--- src/rtl/wja_axi_pkg.sv ---
`default_nettype none
// ============================================================================
// Module : wja_axi_pkg
// Brief  : Shared types and AXI4-Lite response codes for the bus-lite master.
// Rev    : 1.0  initial release
// ============================================================================
package wja_axi_pkg;

  // Sequencer states of the single-outstanding AXI4-Lite master
  typedef enum logic [2:0] {
    ST_IDLE    = 3'd0,
    ST_WR_AW_W = 3'd1,
    ST_WR_B    = 3'd2,
    ST_RD_AR   = 3'd3,
    ST_RD_R    = 3'd4,
    ST_DONE    = 3'd5
  } wja_state_t;

  // AXI response encodings used by the master and its peers
  localparam logic [1:0] RESP_OKAY   = 2'b00;
  localparam logic [1:0] RESP_SLVERR = 2'b10;

  // Fixed data path geometry of the lite bus
  localparam int DATA_W = 32;
  localparam int STRB_W = DATA_W / 8;

endpackage
`default_nettype wire

--- src/rtl/wja_bus_lite_master.sv ---
`default_nettype none
// ============================================================================
// Module : wja_bus_lite_master
// Brief  : Command-to-AXI4-Lite master. Accepts one read or write command at
//          a time, runs the AXI handshakes, and returns a one-cycle response
//          pulse. A per-transaction watchdog aborts stalled transfers.
// Rev    : 1.0  initial release
// ============================================================================
module wja_bus_lite_master
  import wja_axi_pkg::*;
#(
  parameter int ADDR_W  = 5,
  parameter int TIMEOUT = 255
) (
  input  logic                m00_axi_aclk,
  input  logic                m00_axi_aresetn,
  // command side
  input  logic                cmd_valid,
  output logic                cmd_ready,
  input  logic                cmd_write,
  input  logic [ADDR_W-1:0]   cmd_addr,
  input  logic [DATA_W-1:0]   cmd_wdata,
  input  logic [STRB_W-1:0]   cmd_wstrb,
  // response side
  output logic                rsp_valid,
  output logic [DATA_W-1:0]   rsp_rdata,
  output logic [1:0]          rsp_resp,
  output logic                rsp_timeout,
  // AXI write address
  output logic [ADDR_W-1:0]   m00_axi_awaddr,
  output logic [2:0]          m00_axi_awprot,
  output logic                m00_axi_awvalid,
  input  logic                m00_axi_awready,
  // AXI write data
  output logic [DATA_W-1:0]   m00_axi_wdata,
  output logic [STRB_W-1:0]   m00_axi_wstrb,
  output logic                m00_axi_wvalid,
  input  logic                m00_axi_wready,
  // AXI write response
  input  logic [1:0]          m00_axi_bresp,
  input  logic                m00_axi_bvalid,
  output logic                m00_axi_bready,
  // AXI read address
  output logic [ADDR_W-1:0]   m00_axi_araddr,
  output logic [2:0]          m00_axi_arprot,
  output logic                m00_axi_arvalid,
  input  logic                m00_axi_arready,
  // AXI read data
  input  logic [DATA_W-1:0]   m00_axi_rdata,
  input  logic [1:0]          m00_axi_rresp,
  input  logic                m00_axi_rvalid,
  output logic                m00_axi_rready
);

  // Watchdog counter holds (cycles since acceptance - 1); aborting when it
  // reaches TIMEOUT-2 places the DONE cycle exactly TIMEOUT cycles after
  // acceptance. TIMEOUT must be at least 3.
  localparam int                TCNT_W     = $clog2(TIMEOUT + 1);
  localparam logic [TCNT_W-1:0] TCNT_ABORT = TCNT_W'(TIMEOUT - 2);

  wja_state_t        state;
  logic [TCNT_W-1:0] tcnt;
  logic              aw_done;
  logic              w_done;

  logic              aw_hs;
  logic              w_hs;
  logic              aw_ok;
  logic              w_ok;
  logic              tmo_hit;
  logic              abort;

  // Unprivileged, secure, data accesses only
  assign m00_axi_awprot = 3'b000;
  assign m00_axi_arprot = 3'b000;

  assign aw_hs   = m00_axi_awvalid && m00_axi_awready;
  assign w_hs    = m00_axi_wvalid  && m00_axi_wready;
  assign aw_ok   = aw_done || aw_hs;
  assign w_ok    = w_done  || w_hs;
  assign tmo_hit = (tcnt == TCNT_ABORT);

  // Abort only while still waiting; a response arriving on the last allowed
  // cycle is taken as a normal completion
  always_comb begin
    abort = 1'b0;
    case (state)
      ST_WR_AW_W, ST_RD_AR: abort = tmo_hit;
      ST_WR_B:              abort = tmo_hit && !m00_axi_bvalid;
      ST_RD_R:              abort = tmo_hit && !m00_axi_rvalid;
      default:              abort = 1'b0;
    endcase
  end

  // Transaction sequencer: one command in flight, all AXI/rsp outputs registered
  always_ff @(posedge m00_axi_aclk or negedge m00_axi_aresetn) begin
    if (!m00_axi_aresetn) begin
      state           <= ST_IDLE;
      tcnt            <= '0;
      aw_done         <= 1'b0;
      w_done          <= 1'b0;
      cmd_ready       <= 1'b0;
      rsp_valid       <= 1'b0;
      rsp_rdata       <= '0;
      rsp_resp        <= RESP_OKAY;
      rsp_timeout     <= 1'b0;
      m00_axi_awaddr  <= '0;
      m00_axi_awvalid <= 1'b0;
      m00_axi_wdata   <= '0;
      m00_axi_wstrb   <= '0;
      m00_axi_wvalid  <= 1'b0;
      m00_axi_bready  <= 1'b0;
      m00_axi_araddr  <= '0;
      m00_axi_arvalid <= 1'b0;
      m00_axi_rready  <= 1'b0;
    end else if (abort) begin
      // Watchdog expiry: withdraw every valid/ready and report an error
      m00_axi_awvalid <= 1'b0;
      m00_axi_wvalid  <= 1'b0;
      m00_axi_arvalid <= 1'b0;
      m00_axi_bready  <= 1'b0;
      m00_axi_rready  <= 1'b0;
      rsp_valid       <= 1'b1;
      rsp_timeout     <= 1'b1;
      rsp_resp        <= RESP_SLVERR;
      rsp_rdata       <= '0;
      state           <= ST_DONE;
    end else begin
      case (state)
        ST_IDLE: begin
          cmd_ready <= 1'b1;
          if (cmd_valid && cmd_ready) begin
            cmd_ready   <= 1'b0;
            tcnt        <= '0;
            aw_done     <= 1'b0;
            w_done      <= 1'b0;
            rsp_timeout <= 1'b0;
            if (cmd_write) begin
              m00_axi_awaddr  <= cmd_addr;
              m00_axi_wdata   <= cmd_wdata;
              m00_axi_wstrb   <= cmd_wstrb;
              m00_axi_awvalid <= 1'b1;
              m00_axi_wvalid  <= 1'b1;
              state           <= ST_WR_AW_W;
            end else begin
              m00_axi_araddr  <= cmd_addr;
              m00_axi_arvalid <= 1'b1;
              state           <= ST_RD_AR;
            end
          end
        end

        ST_WR_AW_W: begin
          tcnt <= tcnt + 1'b1;
          // AW and W channels complete independently, in either order
          if (aw_hs) begin
            m00_axi_awvalid <= 1'b0;
            aw_done         <= 1'b1;
          end
          if (w_hs) begin
            m00_axi_wvalid <= 1'b0;
            w_done         <= 1'b1;
          end
          if (aw_ok && w_ok) begin
            m00_axi_bready <= 1'b1;
            state          <= ST_WR_B;
          end
        end

        ST_WR_B: begin
          tcnt <= tcnt + 1'b1;
          if (m00_axi_bvalid && m00_axi_bready) begin
            m00_axi_bready <= 1'b0;
            rsp_resp       <= m00_axi_bresp;
            rsp_rdata      <= '0;
            rsp_valid      <= 1'b1;
            state          <= ST_DONE;
          end
        end

        ST_RD_AR: begin
          tcnt <= tcnt + 1'b1;
          if (m00_axi_arvalid && m00_axi_arready) begin
            m00_axi_arvalid <= 1'b0;
            m00_axi_rready  <= 1'b1;
            state           <= ST_RD_R;
          end
        end

        ST_RD_R: begin
          tcnt <= tcnt + 1'b1;
          if (m00_axi_rvalid && m00_axi_rready) begin
            m00_axi_rready <= 1'b0;
            rsp_rdata      <= m00_axi_rdata;
            rsp_resp       <= m00_axi_rresp;
            rsp_valid      <= 1'b1;
            state          <= ST_DONE;
          end
        end

        ST_DONE: begin
          rsp_valid <= 1'b0;
          cmd_ready <= 1'b1;
          state     <= ST_IDLE;
        end

        default: begin
          state <= ST_IDLE;
        end
      endcase
    end
  end

endmodule
`default_nettype wire
--- config.mk ---
export PLATFORM = sky130hd
export DESIGN_NAME = wja_bus_lite_master
export DESIGN_NICKNAME = d
export VERILOG_FILES = /design/src/rtl/wja_axi_pkg.sv /design/src/rtl/wja_bus_lite_master.sv
export SDC_FILE = /design/constraint.sdc
export NUM_CORES = 1
export LEC_CHECK = 0
export BUFFER_PORTS_ARGS = -buffer_cell sky130_fd_sc_hd__buf_2
export CAP_MARGIN = 0
export CORE_MARGIN = 2
export CORE_UTILIZATION = 47
export DETAILED_ROUTE_END_ITERATION = 8
export GPL_TIMING_DRIVEN = 0
export PLACE_DENSITY_LB_ADDON = 0.1
export SYNTH_ARGS = -nofsm -noshare
export SYNTH_HDL_FRONTEND = slang
export SYNTH_SLANG_ARGS = --single-unit
--- constraint.sdc ---
create_clock -name m00_axi_aclk -period 2.65 [get_ports m00_axi_aclk]
set_clock_uncertainty 0.05 [all_clocks]
set_input_delay 0.53 -clock m00_axi_aclk [delete_from_list [all_inputs] [get_ports m00_axi_aclk]]
set_output_delay 0.53 -clock m00_axi_aclk [all_outputs]
set_load 0.03 [all_outputs]
==> out/metrics.yaml <==
status: "finished clean"
dpl-instance-area_mm2: 0.005243
cts_resized: 0
vias_per_cell: 5.275
syn_inst: 315
clkSinkCount: 101
io_buffers: 173
n_fill_cell: 757
layout_common_cells: "buf_2, dfrtp_1, mux2_2"
post_cts_buffers: 0
routed_wl_mm: 10.19
worstSetupEndpointType: "flip-flop"
numCtsBuffers: 9
hold_viol_final: 0
first_iter_violations: 132
critPathKind: "flip-flop to flip-flop"
fp-row-count: 34
ir_drop_v: 0.0006686
cp.arrival_ns: 2.64
gp_congestion: 0.8746
clk_pin_slew_ns: 0.10
syn-cell-area_mm2: 0.004193
final_area_mm2: 0.005431
required_ns: 2.86
grt_pass1_vias: 3397
drc: 0
powerDensity_mw_per_mm2: 1282
syn_to_final_growth_pct: 29.54
fin_nets: 593
core-area_mm2: 0.008678
tightest_slew_ns: 0.8429
insertedDiodeCount: 0
vias: 3260
crit_slowest_cell: "nor3_1"
avgSynthCellArea_um2: 13.31
hold_path.class: "input port to asynchronous set/reset pin"
synth-seq-cells: 101
grt_setup_unrepaired: "no"
synthArstFlopShare_pct: 100.0
layout_commonest_cell: "buf_2"
ys_top_cells_by_area: "dfrtp_1, mux2_2, a22o_1"
root_buffer: "clkbuf_8"
path_max_fanout: 10
ys_types: 47
yosysTopAreaCell: "dfrtp_1"
cp_slowest_stage_delay_ns: 0.70
die_y_um: 98.45
dr.pass1.iters: 4
cap_violations: 0
synth_ff_type: "dfrtp_1"
dpl.hpwl_mm: 7.559
gr-total-overflow: 0
grt_max_degree: 52
clockBufferDepth: 2
crit_buf_inv: 1
finalSetupViolations: 0
netlist.area_leader.share_pct: 60.28
cts_tree: "done"
ios: 180
synth-edff-count: 0
die_w_um: 98.45
die_area_mm2: 0.009692
wire_per_inst_um: 16.48
yosysWarnings: 0
p_leak_uw: 0.002803
clk_latency_ns: 0.37
critPathTopFamily: "simple AND/OR/NAND/NOR gates"
grt_usage_pct: 21.90
period_share_pct: 91.90
grt_pass1_wl_mm: 17.06
seqCellArea_mm2: 0.002527
fmax_ghz: 0.4106
setup_tns_ns: 0
htreeDepth: 3
cts_hold_buf: 0
max_slew_margin_pct: 43.38
cp-start-kind: "flip-flop"
period_minus_slack_ns: 2.435
multiInputGateArea_mm2: 0.001519
start_util_pct: 48.31
antenna_found_initial: 0
cp_cell_sequence: "buf_2 > nor3_1 > nand3_1 > nor2_4 > mux2_2"
drive_above_1_share_pct: 51.18
drtAntennaViolNets: 0
drv_slew: 0
seq_area_frac_synth_pct: 60.28
-- synth_stat cells, drive strengths merged, types with 2 or more instances --
library cell	number
dfrtp	101
mux2	48
a22o	34
buf	17
a21oi	15
nand2	12
nor2	11
o21ai	8
inv	6
nand3	6
clkbuf	5
nand4	5
nor3	5
nor3b	3
o22a	3
o31ai	3
o41ai	3
a32oi	2
ha	2
nand2b	2
nor2b	2
nor4	2
o21a	2
or3	2
or4	2
-- power by group --
group / internal [uW] / switching, uW / total [uW] / leakage (uW)
logic: 1200 / 2190 / 3390 / 0.00144
clock network: 385 / 568 / 953 / 0.0000996
registers: 2220 / 397 / 2610 / 0.00127
total: 3810 / 3160 / 6960 / 0.00280
-- sequential cells by signal, indices dropped and copies added (netlist names), 2 cells and up --
signal	flops
m00_axi_wdata	32
rsp_rdata	32
state	3
tcnt	8
m00_axi_awaddr	5
rsp_resp	2
m00_axi_araddr	5
m00_axi_wstrb	4
-- final timing paths --
check	startpoint	to	slack [ns]	cells after the start
min	m00_axi_aresetn	m00_axi_bready	0.13	1
min reg2reg	w_done	w_done	0.45	2
min in group m00_axi_aclk	m00_axi_rdata[20]	rsp_rdata[20]	0.32	2
max in group asynchronous	m00_axi_aresetn	rsp_rdata[15]	1.75	2
max reg2reg	state[1]	m00_axi_araddr[4]	0.21	5
max	state[1]	m00_axi_araddr[4]	0.21	5
-- routing by layer --
layer  vias to the layer above  track usage [%]  wire length [um]
met5                         -                0                 0
met4                         0            6.955               150
met3                        14            6.312               776
met2                       123            33.70              4819
met1                      1595            30.37              4439
li1                       1528                -                 -
-- per-stage QoR --
stage	setup WS [ns]	hold WS [ns]	util (%)	total power (uW)	instances
finish	0.2147	0.1288	62.59	6961	618
global placement	-0.08462	0.4156	60.06	5946	601
floorplan	0.7300	0.1844	-	4983	320
CTS	0.2405	0.1544	62.59	7017	618
global route	0.08353	0.1813	62.59	7378	618
detailed placement	0.2615	0.4258	60.41	6049	602
-- cell type report --
| cell class | instances | area share [%] |
|---|---|---|
| Tap cell | 108 | 2.488 |
| Clock inverter | 6 | 0.9445 |
| Multi-Input combinational cell | 191 | 27.97 |
| Sequential cell | 101 | 46.53 |
| Timing Repair Buffer | 174 | 16.49 |
| Clock buffer | 10 | 2.534 |
| Inverter | 6 | 0.4147 |
| Buffer | 22 | 2.626 |
-- kinds of logic (layout without fill, tap and decap cells) --
group,count (synthesis),in the layout,share of synthesized area [%]
adder cells (fa/ha/maj),2,2,0.5967
AO/OA/AOI/OAI,78,78,14.47
multiplexers,49,49,13.31
AND/OR/NAND/NOR,56,56,7.311
buffers and inverters,28,218,3.939
flip-flops,101,101,60.28
other,1,6,0.08944
Power figures use the tool's default switching activity.
